===== src/rtl/iobus_pkg.sv =====
// Shared IOBUS address map: default base addresses, status/clear words,
// register address step, and a helper that forms per-register addresses.
package iobus_pkg;

  localparam logic [31:0] IOBUS_IN_BASE   = 32'h1100_8000;
  localparam logic [31:0] IOBUS_OUT_BASE  = 32'h1100_C000;
  localparam logic [31:0] IOBUS_STAT_ADDR = 32'h1100_C0F8;
  localparam logic [31:0] IOBUS_ICLR_ADDR = 32'h1100_C0FC;
  localparam int          IOBUS_STEP      = 4;

  function automatic logic [31:0] port_addr(
    input logic [31:0] base,
    input int          idx
  );
    return base + 32'(IOBUS_STEP * idx);
  endfunction

endpackage


===== src/rtl/iobus_debounce.sv =====
// One-bit 2-flop synchroniser plus stability-counter debouncer.
// Ports: i_clk, i_rst_n (async low), i_raw (async input), o_db (debounced).
module iobus_debounce #(
  parameter int DB_CYCLES = 2000
) (
  input  logic i_clk,
  input  logic i_rst_n,
  input  logic i_raw,
  output logic o_db
);

  localparam int CW = $clog2(DB_CYCLES + 1);
  localparam logic [CW-1:0] LAST = CW'(DB_CYCLES - 1);

  logic          r_s1;
  logic          r_s2;
  logic          r_s3;
  logic          r_db;
  logic [CW-1:0] r_cnt;

  // r_s3 holds last cycle's synchronised value so any
  // glitch restarts the stability count.
  always_ff @(posedge i_clk or negedge i_rst_n) begin
    if (!i_rst_n) begin
      r_s1  <= 1'b0;
      r_s2  <= 1'b0;
      r_s3  <= 1'b0;
      r_db  <= 1'b0;
      r_cnt <= '0;
    end else begin
      r_s1 <= i_raw;
      r_s2 <= r_s1;
      r_s3 <= r_s2;
      if (r_s2 == r_db || r_s2 != r_s3) begin
        r_cnt <= '0;
      end else if (r_cnt == LAST) begin
        r_db  <= r_s2;
        r_cnt <= '0;
      end else begin
        r_cnt <= r_cnt + 1'b1;
      end
    end
  end

  assign o_db = r_db;

endmodule


===== src/rtl/iobus_io_hub.sv =====
// MCU IOBUS hub: debounced input ports, writable output registers,
// edge interrupt with status/clear words, combinational read mux.
// Ports: clk, RST_N, IOBUS_addr/out/wr/in, raw_in, out_regs, intr.
module iobus_io_hub
  import iobus_pkg::*;
#(
  parameter int          IN_PORTS  = 2,
  parameter int          OUT_PORTS = 3,
  parameter int          IN_W      = 16,
  parameter int          DB_CYCLES = 2000,
  parameter logic [31:0] IN_BASE   = IOBUS_IN_BASE,
  parameter logic [31:0] OUT_BASE  = IOBUS_OUT_BASE,
  parameter logic [31:0] STAT_ADDR = IOBUS_STAT_ADDR,
  parameter logic [31:0] ICLR_ADDR = IOBUS_ICLR_ADDR,
  parameter int          INTR_PORT = 0,
  parameter int          INTR_BIT  = 4
) (
  input  logic                      clk,
  input  logic                      RST_N,
  input  logic [31:0]               IOBUS_addr,
  input  logic [31:0]               IOBUS_out,
  input  logic                      IOBUS_wr,
  output logic [31:0]               IOBUS_in,
  input  logic [IN_PORTS*IN_W-1:0]  raw_in,
  output logic [OUT_PORTS*32-1:0]   out_regs,
  output logic                      intr
);

  localparam int NB   = IN_PORTS * IN_W;
  localparam int IBIT = INTR_PORT * IN_W + INTR_BIT;

  logic [NB-1:0]          w_db;
  logic [OUT_PORTS*32-1:0] r_out;
  logic                   r_src_prev;
  logic                   r_pend;
  logic                   w_rise;
  logic                   w_clr;
  logic [31:0]            w_rd;

  for (genvar g = 0; g < NB; g++) begin : g_db
    iobus_debounce #(
      .DB_CYCLES(DB_CYCLES)
    ) u_db (
      .i_clk  (clk),
      .i_rst_n(RST_N),
      .i_raw  (raw_in[g]),
      .o_db   (w_db[g])
    );
  end

  always_ff @(posedge clk or negedge RST_N) begin
    if (!RST_N) begin
      r_out <= '0;
    end else if (IOBUS_wr) begin
      for (int j = 0; j < OUT_PORTS; j++) begin
        if (IOBUS_addr == port_addr(OUT_BASE, j)) begin
          r_out[j*32 +: 32] <= IOBUS_out;
        end
      end
    end
  end

  // Both edge-detect flops reset to 0 with the debouncer,
  // so leaving reset never looks like a rising edge.
  assign w_rise = w_db[IBIT] & ~r_src_prev;
  assign w_clr  = IOBUS_wr && (IOBUS_addr == ICLR_ADDR);

  always_ff @(posedge clk or negedge RST_N) begin
    if (!RST_N) begin
      r_src_prev <= 1'b0;
      r_pend     <= 1'b0;
    end else begin
      r_src_prev <= w_db[IBIT];
      r_pend     <= w_rise | (r_pend & ~w_clr);
    end
  end

  always_comb begin
    w_rd = '0;
    if (IOBUS_addr[1:0] == 2'b00) begin
      for (int i = 0; i < IN_PORTS; i++) begin
        if (IOBUS_addr == port_addr(IN_BASE, i)) begin
          w_rd = 32'(w_db[i*IN_W +: IN_W]);
        end
      end
      for (int j = 0; j < OUT_PORTS; j++) begin
        if (IOBUS_addr == port_addr(OUT_BASE, j)) begin
          w_rd = r_out[j*32 +: 32];
        end
      end
      if (IOBUS_addr == STAT_ADDR) begin
        w_rd = {31'b0, r_pend};
      end
    end
  end

  assign IOBUS_in = w_rd;
  assign out_regs = r_out;
  assign intr     = r_pend;

endmodule


===== config.mk =====
export PLATFORM = sky130hd
export DESIGN_NAME = iobus_io_hub
export DESIGN_NICKNAME = d
export VERILOG_FILES = /design/src/rtl/iobus_pkg.sv /design/src/rtl/iobus_debounce.sv /design/src/rtl/iobus_io_hub.sv
export SDC_FILE = /design/constraint.sdc
export NUM_CORES = 1
export LEC_CHECK = 0
export CAP_MARGIN = 20
export CORE_MARGIN = 2
export CORE_UTILIZATION = 25
export CTS_BUF_LIST = sky130_fd_sc_hd__clkbuf_8
export DETAILED_ROUTE_END_ITERATION = 8
export SLEW_MARGIN = 30
export SYNTH_ARGS = -nofsm -noshare
export SYNTH_HDL_FRONTEND = slang
export SYNTH_HIERARCHICAL = 1
export SYNTH_SLANG_ARGS = --single-unit

===== constraint.sdc =====
create_clock -name clk -period 3.3 [get_ports clk]
set_input_delay 0.825 -clock clk [delete_from_list [all_inputs] [get_ports clk]]
set_output_delay 0.825 -clock clk [all_outputs]
set_load 0.02 [all_outputs]

Word level (Yosys, flattened, before mapping):

Index checks and enable logic that the tools add are counted.

* add/sub/neg operators: 32
* $mul: 0
* divide/modulo/power cells: 0
* magnitude comparators: 0
* equality and inequality tests: 103
* shift-type cells: 0
* mux-type cells: 71
* bitwise logic cells: 37
* reduce and logical (&&, ||, !) cells: 69

Operator list (number)
* 11-bit 2-to-1 mux: 64
* 11-bit by 1-bit adder with 11-bit output, second input constant: 32
* 11-bit == test, second input constant: 32
* 32-bit by 29-bit == test with 1-bit output, second input constant: 7
* 32-bit 2-to-1 mux: 6
* 2-bit AND reduction: 35
* 1-bit inverter: 34
* 1-bit == test: 32
* 1-bit logical OR: 32
* 1-bit != test: 32
* 16-bit 2-to-1 mux: 1
* 1-bit bitwise AND: 2
* 2-bit logical NOT: 1
* 1-bit logical AND: 1
* 1-bit OR: 1

* register bits: 578
* latch bits: 0
* memory bits (writable): 0
* ROM bits: 0
* memories kept: 0

Longest topological paths before layout:

Gate-level depths: netlist (run 1).

* depth in word-level cells: 8
* gate-level depth with buffers: 7
* depth with buffers taken out: 5

Modules after synthesis:

Netlist (run 1), hierarchy kept.

By module, submodules not included
* iobus_debounce (g_db[0].u_db ...): instances 31, cells each 64, area each 724.4 sq um, sequential area each 375.4 sq um
* iobus_io_hub: instances 1, cells each 421, area each 5291.3 sq um, sequential area each 2452.4 sq um
* iobus_debounce (g_db[9].u_db): instances 1, cells each 63, area each 670.6 sq um, sequential area each 375.4 sq um

Worst setup path after synthesis (run 1):

Ideal clock, no wire load.

* kind: input -> output
* start point: in IOBUS_addr[17]
* end point: out IOBUS_in[0]
* data arrival time: 2953 ps
* required time: 2475 ps
* setup slack: -478 ps
* stages: 5
* path through: nor4b_1 > nand4_2 > or2_2 > clkbuf_1 > a2111oi_0

* word-level cells in the longest chain between the ends: 8
* elaborated cells on any way between the ends: 13

RTL lines
* from (decl): line iobus_io_hub.sv:20 `input logic [31:0] IOBUS_addr,`
* 32-bit by 29-bit == test with 1-bit output: line iobus_io_hub.sv:82 `if (IOBUS_addr == port_addr(IN_BASE, i)) begin`
* 16-bit 2-to-1 mux: line iobus_io_hub.sv:82
* 32-bit 2-to-1 mux: line iobus_io_hub.sv:82
* 32-bit 2-to-1 mux (3 in series): line iobus_io_hub.sv:87 `if (IOBUS_addr == port_addr(OUT_BASE, j)) begin`
* 32-bit 2-to-1 mux (*): line iobus_io_hub.sv:91 `if (IOBUS_addr == STAT_ADDR) begin`
* 32-bit 2-to-1 mux (*): line iobus_io_hub.sv:80 `if (IOBUS_addr[1:0] == 2'b00) begin`
* to (decl): line iobus_io_hub.sv:23 `output logic [31:0] IOBUS_in,`

Every way passes the cells marked *; elsewhere a longest branch is shown, timed or not.

Final worst setup path (run 1):

* start point: in IOBUS_addr[9]
* end point: out IOBUS_in[0]

Same word-level chain as after synthesis.

==> results of run 1 <==
## layout make-up
type                            instances  area, sq um  share of cell area [%]
Sequential cell                       578        14460                   40.32
Clock buffer                          138         1899                   5.295
Clock inverter                         54        371.6                   1.036
Multi-Input combinational cell       1821        13990                   38.99
Antenna cell                            1        2.502                0.006976
Tap cell                             1500         1877                   5.232
Timing Repair Buffer                  308         3143                   8.762
Inverter                               34        127.6                  0.3558
## layer usage
layer	global-route usage, %	vias to the layer above	wire, microns
li1	-	10435	-
met1	17.79	10682	35350
met2	17.60	425	30800
met3	3.955	131	5934
met4	3.882	8	1786
met5	0	-	45
## sequential cells by signal (all words and copies together) (netlist names)
name	cells
g_db.u_db/r_cnt	352
out_regs	96
g_db.u_db/o_db	32
g_db.u_db/r_s1	32
g_db.u_db/r_s2	32
g_db.u_db/r_s3	32
intr	1
r_src_prev	1
## kinds of logic after synthesis
family,count (synthesis),synth area share [%]
mux,129,5.833
buf+inv,69,1.149
compound gates,607,15.41
xor+xnor,99,3.051
fa+ha+maj,32,1.409
flops,578,50.89
simple gates,954,22.25
## worst max-delay path by stage
stage	endpoint	slack (ns)	cells past startpoint
2_1_floorplan	IOBUS_in[10]	-0.12	6
3_3_place_gp	IOBUS_in[9]	-0.86	8
3_5_place_dp	IOBUS_in[14]	-0.91	8
4_1_cts	IOBUS_in[13]	-0.07	8
5_1_grt	IOBUS_in[0]	-0.1	9
6_report	IOBUS_in[0]	-0.03	8
## layout by cell type (no fill, tap or decap), drive strengths merged, types with 33 or more instances in the layout
cell,n
nor3,141
dfrtp,578
xnor2,33
inv,72
or4,93
clkbuf,145
mux2,113
xor2,66
nand3,131
o31ai,64
clkdlybuf4s50,162
or3,95
nor2,103
a211oi,186
nor4,37
nor3b,64
nand2,133
nand4,67
o21ai,158
buf,122
## metrics by stage
stage / area (sq um) / setup WS (ns) / hold WS (ns) / setup TNS, ns / instances
finish: 35870 / -0.02950 / 0.3417 / -0.02950 / 4434
global route: 35870 / -0.09783 / 0.3516 / -0.2074 / 4434
CTS: 35580 / -0.06556 / 0.3465 / -0.7742 / 4431
detailed placement: 33120 / -0.9125 / 0.3355 / -25.84 / 4228
global placement: 33120 / -0.8577 / 0.3316 / -25.21 / 4228
floorplan: 28430 / -0.1165 / 0.3312 / -1.049 / 2468
## report_power, final
| group | internal (mW) | switching [mW] |
|---|---|---|
| clock network | 4.01 | 3.22 |
| logic | 0.230 | 0.369 |
| registers | 7.19 | 0.0886 |
| total | 11.4 | 3.68 |
## what timing repair did
item / in CTS / in global routing
resized for setup: 247 / 82
hold buffers: 1 / 0
endpoints found under the hold margin: 41 / 0
gates cloned: 4 / 1
endpoints found under the setup margin: 32 / 32
buffers inserted: 6 / 1
pin swaps: 16 / 26
==> results.cfg, run 1 <==
[synthesis]
synth_nets = 2599
synth_edf_count = 0
synth_top_area_share_pct = 50.89
synth_cells = 2468
syn-cell-area_sq_mm = 0.02842
synth_most_common_cell = dfrtp_1
netlist-cell-type-count = 58
synthTopCellsByCount = 578 x dfrtp_1, 157 x o21ai_0, 155 x a211oi_1
synth_seq_area_share_pct = 50.89
ys_ff_latch = 578
ys.flop_type = dfrtp_1
yosys.area.top_type = dfrtp_1
synth.area.top_cells = dfrtp_1 51%, a211oi_1 4.1%, nand3_2 3.3%, mux2_4 3.2%, o21ai_0 2.8%
synth_area_per_cell_sq_um = 11.52
synthArstFlopShare_pct = 100.0
ys_warn_count = 6

[critical_path]
crit_arrival_ns = 2.50
timing.rr.end = g_db[9].u_db/o_db$_DFFE_PN0P_
path_class = in2out
cp-startpoint = IOBUS_addr[9]
start_kind = primary input
worst-path-buf-inv = 4
cpMaxStageDelayCell = nor4_4
required_ns = 2.47
r2r_setup_slack_ns = 1.38
path_max_fanout = 3
reg2reg_from = g_db[9].u_db/r_cnt[0]$_DFF_PN0_
path_delay_family = buffers and inverters
max_stage_delay_ns = 0.27
setup.worst_path.end_class = primary output
worst-r2r-cell-count = 5
cp_cell_sequence = clkdlybuf4s15_1 -> nor4_4 -> nand4_4 -> buf_6 -> or2_4 -> buf_12 -> a2111oi_4 -> buf_4

[sta]
fin_ws_ns = -0.02950
slew_viol_final = 0
relSlewSlack_pct = 47.12
rsz0062_at_grt = yes
setup_viol = 1
fin_crit_sh_pct = 100.9
hold_violations = 0
max_clock_freq_mhz = 300.3
post-route-min-period_ns = 3.329
finalClockSkew_ns = 0.05595
tightestPinTransition_ns = 0.7903

[detailed_routing]
vias = 21681
wl_per_cell_microns = 16.67
remaining_drc_errors = 0
viasPerCell = 4.890
wl_mm = 73.92
firstDrtPassIters = 6
ant_nets = 0
drt_iter0_drc = 1270

[min_path]
hold_path_class = reg2reg
hold_start = g_db[11].u_db/r_s1$_DFF_PN0_
holdPathStages = 0
hold_end = g_db[11].u_db/r_s2$_DFF_PN0_

[die]
die_y_microns = 341.2
core_sq_mm = 0.1127
ios = 228
fp.dieW_microns = 341.2
die-area_sq_mm = 0.1164
core.rowCount = 123
start_util_pct = 25.23

[power_and_ir_drop]
power_mw = 15.11
vdd_ir_drop_max_v = 0.0003254
power.density_mw_per_mm2 = 421.1
p_leak_nw = 13.50

[placed_design]
routabilityCongestion = 0.7757
numPortBuffers = 227
dp_hpwl_mm = 50.57

[final_layout]
fillCellCount = 11366
fin_util_pct = 31.84
drive_above_1_share_pct = 20.73
nNetsFinal = 2980
area_delta_synth_final_pct = 26.22

[clock_tree]
clk_pin_slew_ns = 0.06
worstSkewPairLatency_ns = 0.76
cts_root_buffer = clkbuf_8
clk_path_buf_depth = 3
cts_tree = built
numClockSinks = 578
numCtsBuffers = 106
htreeDepth = 3

[status]
status = complete, but fails checks
violations = negative setup slack

[grt]
antenna_found_initial = 11
grt_usage_pct = 12.42
overflow = 0
grt_max_degree = 72
first_global_vias = 20900
grt_pass1_wl_mm = 117.0

[run]
cap_violations = 0
Note: power is estimated with default switching activity, not from simulation.
==> inputs of run 2 (changes only) <==
CAP_MARGIN = not set   (was 20)
==> results of run 2 <==
No change in the layout: final DEF, timing and power equal those of run 1.
==> inputs of run 3 (changes only) <==
CAP_MARGIN = 15   (was not set)
==> results of run 3 <==
No change in the layout: final DEF, timing and power equal those of run 1.
